===== src/rtl/demux_capture.sv =====
// demux_capture: sequential 1:N bit collector. Each accepted beat writes in_bit
// into word position s. When every position has been written, the assembled
// word is held on a valid/ready output until the consumer takes it.
// Optional feature macro: DEMUX_CAPTURE_DUP_ERR_EN (sticky duplicate-index flag).
module demux_capture #(
    parameter int unsigned N   = 8,
    parameter int unsigned S_W = $clog2(N)
) (
    input  logic           clk,
    input  logic           rst,
    input  logic           in_valid,
    output logic           in_ready,
    input  logic           in_bit,
    input  logic [S_W-1:0] s,
    output logic           out_valid,
    input  logic           out_ready,
    output logic [N-1:0]   out_word,
    output logic [N-1:0]   filled,
    output logic           dup_err
);

    typedef enum logic {
        COLLECT = 1'b0,
        FULL    = 1'b1
    } state_t;

    state_t         state_q, state_d;
    logic [N-1:0]   word_q, word_d;
    logic [N-1:0]   filled_q, filled_d;
    logic           accept;

    // Beats are taken only while collecting and never during reset.
    assign in_ready = (state_q == COLLECT) && !rst;
    assign accept   = in_valid && in_ready;

    // Next-state: write the addressed bit, go FULL once every position is set,
    // and clear everything when the consumer takes the word.
    always_comb begin
        state_d  = state_q;
        word_d   = word_q;
        filled_d = filled_q;
        case (state_q)
            COLLECT: begin
                if (accept) begin
                    word_d[s]   = in_bit;
                    filled_d[s] = 1'b1;
                    if (&filled_d) begin
                        state_d = FULL;
                    end
                end
            end
            FULL: begin
                if (out_ready) begin
                    state_d  = COLLECT;
                    word_d   = '0;
                    filled_d = '0;
                end
            end
            default: begin
                state_d = COLLECT;
            end
        endcase
    end

    // State, word and fill mask registers; reset discards any word in flight.
    always_ff @(posedge clk) begin
        if (rst) begin
            state_q  <= COLLECT;
            word_q   <= '0;
            filled_q <= '0;
        end else begin
            state_q  <= state_d;
            word_q   <= word_d;
            filled_q <= filled_d;
        end
    end

    assign out_valid = (state_q == FULL);
    assign out_word  = word_q;
    assign filled    = filled_q;

`ifdef DEMUX_CAPTURE_DUP_ERR_EN
    logic dup_q;

    // Sticky flag: any accept to an already-written position sets it until reset.
    always_ff @(posedge clk) begin
        if (rst) begin
            dup_q <= 1'b0;
        end else if (accept && filled_q[s]) begin
            dup_q <= 1'b1;
        end
    end

    assign dup_err = dup_q;
`else
    assign dup_err = 1'b0;
`endif

endmodule


===== config.mk =====
export PLATFORM = sky130hd
export DESIGN_NAME = demux_capture
export DESIGN_NICKNAME = d
export VERILOG_FILES = /design/src/rtl/demux_capture.sv
export SDC_FILE = /design/constraint.sdc
export NUM_CORES = 1
export LEC_CHECK = 0
export CAP_MARGIN = 25
export CORE_MARGIN = 2
export CORE_UTILIZATION = 44
export DETAILED_ROUTE_END_ITERATION = 12
export GPL_ROUTABILITY_DRIVEN = 0
export PLACE_DENSITY = 0.74
export SYNTH_ARGS = -nofsm -noshare
export SYNTH_HDL_FRONTEND = slang
export SYNTH_SLANG_ARGS = --single-unit

===== constraint.sdc =====
create_clock -name clk -period 1.8 [get_ports clk]
set_clock_uncertainty 0.15 [all_clocks]
set_input_delay 0.54 -clock clk [delete_from_list [all_inputs] [get_ports clk]]
set_output_delay 0.54 -clock clk [all_outputs]
set_load 0.01 [all_outputs]

* Word-level counts from Yosys, hierarchy flattened *
Index checks and enable logic that the tools add are counted.

storage, ports and cells
  bits in registers = 17
  latch bits = 0
  RAM bits = 0
  memory bits (read-only) = 0
  input port bits = 8
  logic and storage cells = 27
  memories = 0

operators by class
  $add $sub $neg = 0
  multiply operators = 0
  div/mod/pow operators = 0
  $lt $le $gt $ge = 2
  equality and inequality tests = 2
  shift-type cells = 0
  mux-type cells = 12
  bitwise operators = 2
  reduce and logical (&&, ||, !) cells = 6

operator list
  cell                                                                    count
  8-bit case mux with 2 select lines                                      2
  8-bit two-way mux                                                       3
  8-bit bitwise mux                                                       1
  8-bit OR                                                                1
  8-bit AND reduction                                                     1
  3-bit by 4-bit < comparator with 1-bit output (second input constant)   1
  1-bit two-way mux                                                       4
  2-bit != test (second input constant)                                   2
  1-bit demux with 3-bit select                                           1
  3-bit by 1-bit >= comparator with 1-bit output (second input constant)  1
  1-bit logical AND                                                       3
  1-bit case mux with 2 select lines                                      1
  2-bit AND reduction                                                     1
  1-bit logical NOT                                                       1
  1-bit inverter                                                          1

* Depth between registers and ports, before layout *
Gate-level depths: netlist of the first run.

  depth after elaboration = 9
  mapped depth = 5

* Least setup slack after synthesis of the first run *
OpenSTA, ideal clock, no wires.

  path type = input-to-reg
  start = input port rst
  end = register word_q[0] (netlist: out_word[0])
  library setup time = 0.125 ns
  data arrival time = 1.370 ns
  required time = 1.525 ns
  slack = 0.156 ns
  stages = 4
  cell sequence = or3b_4 > a21o_1 > o31ai_2 > a21oi_1

between the ends
  cells in the longest elaborated chain, start to end = 5

RTL lines
  element                               RTL line  source
  start, declared                       10        input logic rst,
  1-bit logical NOT                     33        assign in_ready = (state_q == COLLECT) && !rst;
  1-bit logical AND                     33
  1-bit logical AND                     34        assign accept = in_valid && in_ready;
  2-bit != test (no source line)        -
  2-bit AND reduction (no source line)  -
  end signal, assigned                  73        word_q <= word_d;
  end, declared                         28        logic [N-1:0] word_q, word_d;

Parallel ways exist; a longest one is shown, timed or not.
A chain may end at the register's enable or synchronous reset.

* Final worst setup path of the first run *
Same ends and word-level chain as after synthesis.

==> results of run 1 <==
==> sequential cells by signal (all words and copies together) (netlist names) <==
| register | count |
|---|---|
| filled | 8 |
| out_word | 8 |
| out_valid | 1 |
==> critical path, cell delays in order <==
cell and delay, ns:
clkdlybuf4s15_1 0.20, buf_6 0.13, or3b_4 0.38, a21o_1 0.21, o31ai_2 0.22, a21oi_1 0.09
==> Yosys cell counts <==
| cell | n | area share |
|---|---|---|
| o211ai_1 | 4 | 0.037 |
| o21ai_1 | 3 | 0.018 |
| nor3_1 | 1 | 0.0061 |
| o21ai_0 | 3 | 0.018 |
| or3b_4 | 1 | 0.014 |
| buf_4 | 3 | 0.028 |
| o31ai_2 | 1 | 0.015 |
| nor2b_1 | 2 | 0.015 |
| a31o_2 | 1 | 0.011 |
| dfxtp_1 | 17 | 0.42 |
| buf_2 | 2 | 0.012 |
| nand2b_1 | 1 | 0.0077 |
| nor2_1 | 15 | 0.069 |
| mux2i_1 | 4 | 0.049 |
| a21oi_2 | 1 | 0.011 |
| a21oi_1 | 10 | 0.062 |
| and2b_1 | 1 | 0.0092 |
| inv_1 | 3 | 0.014 |
| nand4b_1 | 1 | 0.011 |
| nor3b_1 | 3 | 0.028 |
| a32oi_1 | 1 | 0.011 |
| and3b_1 | 1 | 0.011 |
| a21o_1 | 2 | 0.018 |
| a31oi_1 | 2 | 0.015 |
| nand2_1 | 2 | 0.0092 |
| conb_1 | 1 | 0.0046 |
| nand4_1 | 2 | 0.015 |
| clkbuf_1 | 3 | 0.014 |
| and2_1 | 1 | 0.0077 |
| and4bb_2 | 1 | 0.015 |
| nand3_1 | 4 | 0.025 |
==> report_power, final <==
group	internal (mW)	switching (mW)
Combinational	0.0582	0.0566
Clock	0.0859	0.108
Sequential	0.383	0.00519
==> per-layer routing <==
layer,vias up,routed length [µm],global-route usage
met5,-,0,0
met3,2,83,0.0231
met1,400,923,0.265
met4,0,13,0.0833
met2,22,940,0.318
li1,416,-,-
==> final timing paths <==
check,start,end,depth (start not counted)
max,rst,out_word[0],6
min,out_word[0],out_word[0],2
max reg2reg,out_valid,out_word[0],4
min reg2reg,out_word[0],out_word[0],2
==> final cells by class <==
type	count	area, µm²
clock buffers	4	26.3
fillers	154	533
multi-input cells	69	427
inverters	3	11.3
flip-flops and latches	17	343
repair buffers	42	355
well taps	25	31.3
==> per-stage QoR <==
stage	setup TNS [ns]	power, mW	hold slack (ns)	instance area (µm²)	worst slack (ns)
finish	0	0.697	0.332	1190	0.0398
global route	0	0.738	0.366	1190	0.00259
CTS	0	0.711	0.335	1190	0.00319
detailed placement	-5.60	0.517	0.326	1180	-0.489
global placement	-5.46	0.515	0.310	1180	-0.481
floorplan	0	0.454	0.343	813	0.156
==> cells in the final DEF, fill, tap and decap left out, drive strengths merged, types with 3 or more instances in the layout <==
cell type / count
o21ai: 6
clkdlybuf4s50: 3
nor3b: 3
o211ai: 4
a21oi: 11
buf: 18
nor2: 15
clkbuf: 4
dlygate4sd2: 19
mux2i: 4
inv: 3
nand3: 4
dfxtp: 17
==> kinds of logic after synthesis <==
logic type,count (synthesis),share of synthesized area
flip-flops,17,0.418
AO/OA/AOI/OAI,28,0.217
AND/OR/NAND/NOR,36,0.243
multiplexers,4,0.0492
other,1,0.00461
buffers and inverters,11,0.0677
==> timing repair <==
action                     4_1_cts  5_1_grt
pin swaps                        4        1
buffers inserted                 0        0
resized for setup               30        3
setup endpoints to repair       28        3
==> summary.txt, run 1 <==
Floorplanning
  • Die Ht: 47.0 µm
  • Core Box Area: 0.00173 mm²
  • Starting Density: 0.471
  • Row count: 15
  • I/O pins: 27
  • Die W: 47.0 µm
  • Die area: between 0.002 and 0.0025 mm²

Status
  • Status: completed

Power
  • Pwr dens: 584 mW/mm²
  • P_leak: 0.565 nW
  • Maximum VDD drop: around 0.41 mV

Route
  • DR vias: 840
  • Routed wire length: approximately 2000 µm
  • Post-route ant nets: 0
  • # DRC: 0
  • WL/cell: about 12 µm
  • DR iter-0 viols: 15
  • Avg Vias per Cell: 5.25
  • Drt first pass iters: 4

Timing
  • Final Hold Fails: 0
  • Max Freq: 568 MHz
  • RSZ-0062 raised after global routing: false
  • Final setup vio count: 0
  • Final worst-path cycle share: 0.978
  • Fin crit period: 1.76 ns
  • Final Max Slew Viols: 0

Final layout
  • # nets final: 144
  • Layout overhead on the synthesized area: 46.8%
  • # diodes: 0
  • Core Util, Final: 0.691
  • Post-Layout Cell Count: 160
  • Layout cells sized above 1: 0.237

Clock network
  • CTS tree: done
  • Hold_buf cts: 0
  • CTS sink cnt: 17
  • Clk_lat worst skew: approximately 0.28 ns
  • Clock buffer depth: 2
  • Root buffer cell: clkbuf_4
  • Clock transition at the registers of the reported paths: roughly 0.09 ns
  • CTS Buf Count: 3
  • H-tree level count: 1

Yosys
  • Yosys warns: 0
  • Sequential share of the synthesized area: 0.418
  • Number of synthesized register bits: 17
  • Mean Syn Cell Area: 8.38 µm²
  • Syn Inst Count: 97
  • Synth Cell Area: 813 µm²
  • Distinct cell type count after synthesis: 31
  • Syn_nets: 105

Placed design
  • IO buf count: 25
  • Inst Count DP: 156
  • Hpwl dp: 1500 µm

Critical path
  • Signal arrival time at the worst endpoint: 1.78 ns
  • CP Capture Type: flop
  • Setup CP Type: in -> reg
  • R2R setup slack: ~0.24 ns
  • Worst setup SP type: primary input
  • CP required: approximately 1.8 ns
  • Max FO, Critical Path: 5

Global route
  • GRT Util Overall: 0.197
  • Antenna violations before repair: 0
  • First-pass GRT wire length: 3120 µm
  • GR Overflow Total: 0
  • Vias in the first global route: roughly 750
  • Largest net degree at the start of global routing: 12

Min path
  • Hold Path Class: reg -> reg

Flow run
  • # Max-Cap Violations: 0
Note: power is estimated with default switching activity, not from simulation.
==> inputs of run 2 (changes only) <==
- CTS_CLUSTER_SIZE: unset -> 30
==> results of run 2 <==
Final layout, timing and power as in run 1 (identical DEF).
==> inputs of run 3 (changes only) <==
- SLEW_MARGIN: unset -> 20
==> results of run 3 <==
Final layout, timing and power as in run 1 (identical DEF).
